## src/rtl/micro_pkg.sv

```systemverilog
// Shared definitions for the 8-bit microprocessor datapath: default bus widths
// and the store-unit state encoding.
package micro_pkg;

  localparam int DATA_W = 8;
  localparam int ADDR_W = 8;

  typedef enum logic [1:0] {
    ST_IDLE    = 2'd0,
    ST_SETUP   = 2'd1,
    ST_STROBE  = 2'd2,
    ST_RELEASE = 2'd3
  } state_t;

endpackage

```

## src/rtl/bus_store_unit_if.sv

```systemverilog
// External write bus of the store unit: address/data, write strobe and the
// slave's acknowledge (four-phase handshake).
interface bus_store_unit_if #(
  parameter int DATA_W = micro_pkg::DATA_W,
  parameter int ADDR_W = micro_pkg::ADDR_W
);

  logic [DATA_W-1:0] Dataout_Bus;
  logic [ADDR_W-1:0] Adress_Data_Bus;
  logic              bus_we;
  logic              bus_ack;

  modport master (
    output Dataout_Bus,
    output Adress_Data_Bus,
    output bus_we,
    input  bus_ack
  );

  modport slave (
    input  Dataout_Bus,
    input  Adress_Data_Bus,
    input  bus_we,
    output bus_ack
  );

endinterface

```

## src/rtl/bus_store_unit_store_timer.sv

```systemverilog
// Clearable saturating up-counter with a ">= limit" terminal flag; used for the
// setup delay and for the optional ack timeout.
module store_timer #(
  parameter int W = 4
) (
  input  logic         clk,
  input  logic         rst_n,
  input  logic         clr,
  input  logic         inc,
  input  logic [W-1:0] limit,
  output logic         term
);

  logic [W-1:0] cnt_q;

  // NOTE: sequential state uses non-blocking assignments so every flop samples pre-edge values.
  always_ff @(posedge clk or negedge rst_n) begin
    if (!rst_n) begin
      cnt_q <= '0;
    end else if (clr) begin
      cnt_q <= '0;
    end else if (inc && (cnt_q != '1)) begin
      cnt_q <= cnt_q + W'(1);
    end
  end

  assign term = (cnt_q >= limit);

endmodule

```

## src/rtl/bus_store_unit.sv

```systemverilog
// Store bus master: latches a store request and runs a four-phase bus_we/bus_ack
// handshake. Define STORE_TIMEOUT_EN to abort transfers whose ack never arrives.
module bus_store_unit #(
  parameter int DATA_W    = micro_pkg::DATA_W,
  parameter int ADDR_W    = micro_pkg::ADDR_W,
  parameter int SETUP_CYC = 1,
  parameter int TIMEOUT   = 15
) (
  input  logic              clk,
  input  logic              rst_n,
  input  logic              st_req,
  input  logic [ADDR_W-1:0] st_addr,
  input  logic [DATA_W-1:0] st_data,
  output logic              st_busy,
  output logic              st_done,
  output logic              st_err,
  bus_store_unit_if.master  bus
);

  import micro_pkg::*;

  if (SETUP_CYC < 1 || SETUP_CYC > 15) begin : g_bad_setup
    $error("SETUP_CYC must be within 1..15");
  end
  if (TIMEOUT < 1 || TIMEOUT > 255) begin : g_bad_timeout
    $error("TIMEOUT must be within 1..255");
  end

  state_t            state_q, state_d;
  logic [ADDR_W-1:0] addr_q;
  logic [DATA_W-1:0] data_q;
  logic              we_q, busy_q, done_q, err_q;
  logic              we_d, busy_d, done_d, err_d;
  logic              start, setup_term, timeout;

  assign start = (state_q == ST_IDLE) && st_req;

  store_timer #(.W(4)) u_setup_timer (
    .clk   (clk),
    .rst_n (rst_n),
    .clr   (start),
    .inc   (state_q == ST_SETUP),
    .limit (4'(SETUP_CYC - 1)),
    .term  (setup_term)
  );

`ifdef STORE_TIMEOUT_EN
  logic wait_term;

  // Restarts on entry to each wait state, so STROBE and RELEASE each get TIMEOUT cycles.
  store_timer #(.W(8)) u_timeout_timer (
    .clk   (clk),
    .rst_n (rst_n),
    .clr   (((state_q == ST_SETUP) && setup_term) || ((state_q == ST_STROBE) && bus.bus_ack)),
    .inc   ((state_q == ST_STROBE) || (state_q == ST_RELEASE)),
    .limit (8'(TIMEOUT - 1)),
    .term  (wait_term)
  );

  assign timeout = wait_term &&
                   (((state_q == ST_STROBE) && !bus.bus_ack) ||
                    ((state_q == ST_RELEASE) && bus.bus_ack));
`else
  assign timeout = 1'b0;
`endif

  always_ff @(posedge clk or negedge rst_n) begin
    if (!rst_n) begin
      state_q <= ST_IDLE;
      addr_q  <= '0;
      data_q  <= '0;
      we_q    <= 1'b0;
      busy_q  <= 1'b0;
      done_q  <= 1'b0;
      err_q   <= 1'b0;
    end else begin
      state_q <= state_d;
      if (start) begin
        addr_q <= st_addr;
        data_q <= st_data;
      end
      we_q   <= we_d;
      busy_q <= busy_d;
      done_q <= done_d;
      err_q  <= err_d;
    end
  end

  // NOTE: every combinational output gets a default first so no path infers a latch.
  always_comb begin
    state_d = state_q;
    unique case (state_q)
      ST_IDLE:    if (st_req) state_d = ST_SETUP;
      ST_SETUP:   if (setup_term) state_d = ST_STROBE;
      ST_STROBE:  if (bus.bus_ack) state_d = ST_RELEASE;
                  else if (timeout) state_d = ST_IDLE;
      ST_RELEASE: if (!bus.bus_ack || timeout) state_d = ST_IDLE;
      default:    state_d = ST_IDLE;
    endcase
  end

  // Outputs are decoded from the next state and registered, so the strobe never glitches.
  always_comb begin
    we_d   = (state_d == ST_STROBE);
    busy_d = (state_d != ST_IDLE);
    done_d = ((state_q == ST_RELEASE) && !bus.bus_ack) || timeout;
    err_d  = timeout;
  end

  assign st_busy             = busy_q;
  assign st_done             = done_q;
  assign st_err              = err_q;
  assign bus.bus_we          = we_q;
  assign bus.Adress_Data_Bus = addr_q;
  assign bus.Dataout_Bus     = data_q;

endmodule

```

## src/flat_wrapper.sv

```systemverilog
// flat-port wrapper written by rule: the top's interface ports become plain ports
module bus_store_unit_flat import micro_pkg::*;
#(
  parameter int DATA_W    = micro_pkg::DATA_W,
  parameter int ADDR_W    = micro_pkg::ADDR_W,
  parameter int SETUP_CYC = 1,
  parameter int TIMEOUT   = 15
)
  (clk, rst_n, st_req, st_addr, st_data, st_busy, st_done, st_err, bus_Dataout_Bus, bus_Adress_Data_Bus, bus_bus_we, bus_bus_ack);
  bus_store_unit_if #(.DATA_W(DATA_W), .ADDR_W(ADDR_W)) bus_i ();
  input  logic clk;
  input  logic rst_n;
  input  logic st_req;
  input  logic [ADDR_W-1:0] st_addr;
  input  logic [DATA_W-1:0] st_data;
  output logic st_busy;
  output logic st_done;
  output logic st_err;
  output wire logic [$bits(bus_i.Dataout_Bus)-1:0] bus_Dataout_Bus;
  output wire logic [$bits(bus_i.Adress_Data_Bus)-1:0] bus_Adress_Data_Bus;
  output wire logic [$bits(bus_i.bus_we)-1:0] bus_bus_we;
  input wire logic [$bits(bus_i.bus_ack)-1:0] bus_bus_ack;
  assign bus_Dataout_Bus = bus_i.Dataout_Bus;
  assign bus_Adress_Data_Bus = bus_i.Adress_Data_Bus;
  assign bus_bus_we = bus_i.bus_we;
  assign bus_i.bus_ack = bus_bus_ack;
  bus_store_unit #(.DATA_W(DATA_W), .ADDR_W(ADDR_W), .SETUP_CYC(SETUP_CYC), .TIMEOUT(TIMEOUT)) u_core (.clk(clk), .rst_n(rst_n), .st_req(st_req), .st_addr(st_addr), .st_data(st_data), .st_busy(st_busy), .st_done(st_done), .st_err(st_err), .bus(bus_i));
endmodule
```

## config.mk

```make
export PLATFORM = sky130hd
export DESIGN_NAME = bus_store_unit_flat
export DESIGN_NICKNAME = d
export VERILOG_FILES = /design/src/rtl/micro_pkg.sv /design/src/rtl/bus_store_unit_if.sv /design/src/rtl/bus_store_unit_store_timer.sv /design/src/rtl/bus_store_unit.sv /design/src/flat_wrapper.sv
export SDC_FILE = /design/constraint.sdc
export NUM_CORES = 1
export LEC_CHECK = 0
export ABC_AREA = 1
export ABC_CLOCK_PERIOD_IN_PS = 1400
export BUFFER_PORTS_ARGS = -buffer_cell sky130_fd_sc_hd__buf_2
export CORE_ASPECT_RATIO = 0.9
export CORE_UTILIZATION = 44
export DETAILED_ROUTE_END_ITERATION = 10
export PLACE_DENSITY = 0.74
export SLEW_MARGIN = 20
export SYNTH_ARGS = -nofsm -noshare
export SYNTH_HDL_FRONTEND = slang
export SYNTH_HIERARCHICAL = 1
export SYNTH_SLANG_ARGS = --single-unit
```

## constraint.sdc

```tcl
create_clock -name clk -period 1.4 [get_ports clk]
set_input_delay 0.14 -clock clk [delete_from_list [all_inputs] [get_ports clk]]
set_output_delay 0.14 -clock clk [all_outputs]
set_load 0.03 [all_outputs]
```

==> run metrics <==
status=finished, violations left; violated checks=negative setup slack; WHS Path Cells=3; CORE AREA=2490 µm²; main flop type after synthesis=dfrtp_1; Filler Cells Inserted=206; Setup CP Type=reg2reg; Clock Path Buffers=2; Initial Util=0.471; chip width=56.4 µm; crit path time final=approximately 1.4 ns; DIE AREA=2870 µm²; DP Area=1410 µm²; CTS Buf Count=3; vias in the first global route=roughly 1000; Vias=around 1000; Placer Congestion=between 0.7 and 0.8; Sequential Area=roughly 630 µm²; H-tree level count=1; RSZ-0062 raised after global routing=true; Pins Over Slew Limit=0; worst-margin pin slew=0.567 ns; slew margin rel.=0.622; layout cell share with drive strength beyond 1=0.337; Placed Cells=205; Worst-path clk slew=0.14 ns; initial antenna violation count=0; Synth Register Bits=25; # DRC=0; HP Start=st_addr[2]; global route overflow=0; DP Wirelength=1770 µm; Post-Syn Area=1170 µm²; Final Total Pwr=3.35 mW; Post-synth top cells=nand2_1, dfrtp_1, inv_1; DRT iter0 DRCs=26; Rows=17; area of the multi-input gates=a little under 500 µm²; fin cells=215; global-route wire length before repair=4180 µm; drt total wl=2530 µm; synth top area cells=dfrtp_1, nand2_1, ha_1; clk sinks=25; Final Hold Fails=0; Pleak=between 0.8 and 0.9 nW; FF-to-FF End=u_core/bus.bus_we; Warnings, synthesis=6; Worst setup EP type=register; Yosys top cell area share=0.534; largest net degree at the start of global routing=26; setup slack after layout=-0.0374 ns; All-Layer GR Usage=0.193; sequential area share after synthesis=0.534; # diodes=0; worst path arrival time=1.69 ns; Via density=4.79; Worst R2R Start=u_core/u_setup_timer/cnt_q[1]; clock skew=~0.0090 ns; Worst Hold Class=in2reg; port bufs=38; Synth area leader=dfrtp_1; crit-path max FO=2; worst hold slack=0.00939 ns; max_cap viols=0; post-route cell area=between 1500 and 2000 µm²; Crit path required time=1.65 ns; drt first pass iters=4; number of synthesized flops with an enable pin=0; library cells used by synthesis=21; WL/cell=11.8 µm; register-to-register setup slack=-0.04 ns; Max Clock Freq=696 MHz; final setup fails=1; Skew-Pair Late Insertion Delay=~0.31 ns; CTS tree=done; Tcrit/Tclk final=1.03; io pins=40; Async SR Flop Fraction=1.00; Worst VDD drop=1.32 mV; post-route ant nets=0; Register-to-Register Path Depth=8; CP Launch Type=register; fin nets=213; top-count cell post-synth=nand2_1; syn avg cell area=8.81 µm²; pwr/cell area=2190 nW/µm²; Synth-to-Final Area Change=30.6%; Worst Hold End=u_core/bus.Adress_Data_Bus[2]; Post-Syn Instances=133; Die Height=50.9 µm; root buf cell=clkbuf_4
## through the flow
stage	TNS, ns	setup slack, ns	util
after floorplan	0	0.0894	-
after CTS	-0.0320	-0.0320	0.597
after detailed placement	-0.00837	-0.00837	0.568
after global placement	0	0.0934	0.568
after global routing	-0.385	-0.141	0.614
final	-0.0374	-0.0374	0.614
## layout make-up
class                           instances  share of cell area
Sequential cell                        25               0.409
Multi-Input combinational cell         95               0.322
Tap cell                               28              0.0229
Clock inverter                          1             0.00491
Clock buffer                            3              0.0147
Timing Repair Buffer                   49               0.188
Inverter                               14              0.0376
## flip-flops by register name, indices dropped and copies added, names as in the netlist
register,count
u_core/bus.Adress_Data_Bus,8
u_core/bus.Dataout_Bus,8
u_core/bus.bus_we,1
u_core/st_busy,1
u_core/st_done,1
u_core/state_q,2
u_core/u_setup_timer/cnt_q,4
## power breakdown
| part | total (mW) | leakage [nW] | switching, mW | internal [mW] |
|---|---|---|---|---|
| logic | 1.79 | 0.570 | 1.21 | 0.588 |
| clock network | 0.325 | 0.0139 | 0.216 | 0.109 |
| registers | 1.23 | 0.313 | 0.189 | 1.04 |
## worst max-delay path by stage
stage	start	end	cells after the start
finish	u_core/u_setup_timer/cnt_q[1]	u_core/bus.bus_we	8
global route	u_core/u_setup_timer/cnt_q[1]	u_core/bus.bus_we	8
CTS	u_core/u_setup_timer/cnt_q[1]	u_core/bus.bus_we	8
detailed placement	u_core/u_setup_timer/cnt_q[1]	u_core/bus.bus_we	8
global placement	u_core/u_setup_timer/cnt_q[1]	u_core/bus.bus_we	8
floorplan	u_core/u_setup_timer/cnt_q[1]	u_core/bus.bus_we	8
## layout by cell type, fill, tap and decap left out
| cell type | count |
|---|---|
| nand3b_1 | 2 |
| nand3_2 | 2 |
| dlygate4sd3_1 | 6 |
| ha_4 | 1 |
| buf_4 | 5 |
| clkinvlp_4 | 1 |
| nand2_2 | 6 |
| a21oi_1 | 2 |
| buf_2 | 38 |
| xor2_1 | 1 |
| nand2_1 | 54 |
| ha_1 | 4 |
| o21ai_0 | 1 |
| nor2_4 | 1 |
| inv_2 | 3 |
| inv_6 | 1 |
| clkbuf_4 | 3 |
| o21bai_1 | 1 |
| conb_1 | 5 |
| nand2_4 | 1 |
| nand3_1 | 6 |
| nand4_1 | 3 |
| nor2_2 | 1 |
| dfrtp_1 | 25 |
| inv_1 | 10 |
| nor2_1 | 4 |
## worst max-delay path: stages (launching register included)
cell and delay [ns]:
dfrtp_1 0.44, ha_4 0.29, inv_2 0.03, o21bai_1 0.12
nand3_1 0.10, nand3_2 0.08, nand3b_1 0.14, nand3_2 0.08
nor2_1 0.11
## what timing repair did
item,CTS,global route
endpoints found under the hold margin,27,3
buffers inserted,0,0
pin swaps,0,5
setup endpoints to repair,1,4
gates resized for setup,2,4
hold buffers,3,3
## cells by family after synthesis
group	share of synthesized area
and+or+nand+nor	0.303
DFF	0.534
buffers and inverters	0.0791
adders and majority gates	0.0534
AOI/OAI and AO/OA	0.0192
xor gates and xnor gates	0.00748
other	0.00320
## per-layer routing
metal	vias to the layer above	track usage	wire length, µm
met5	-	0	0
met4	0	0.0772	52
met3	8	0.0380	106
met2	29	0.367	1320
met1	483	0.211	1050
li1	510	-	-
Power figures use the tool's default switching activity.
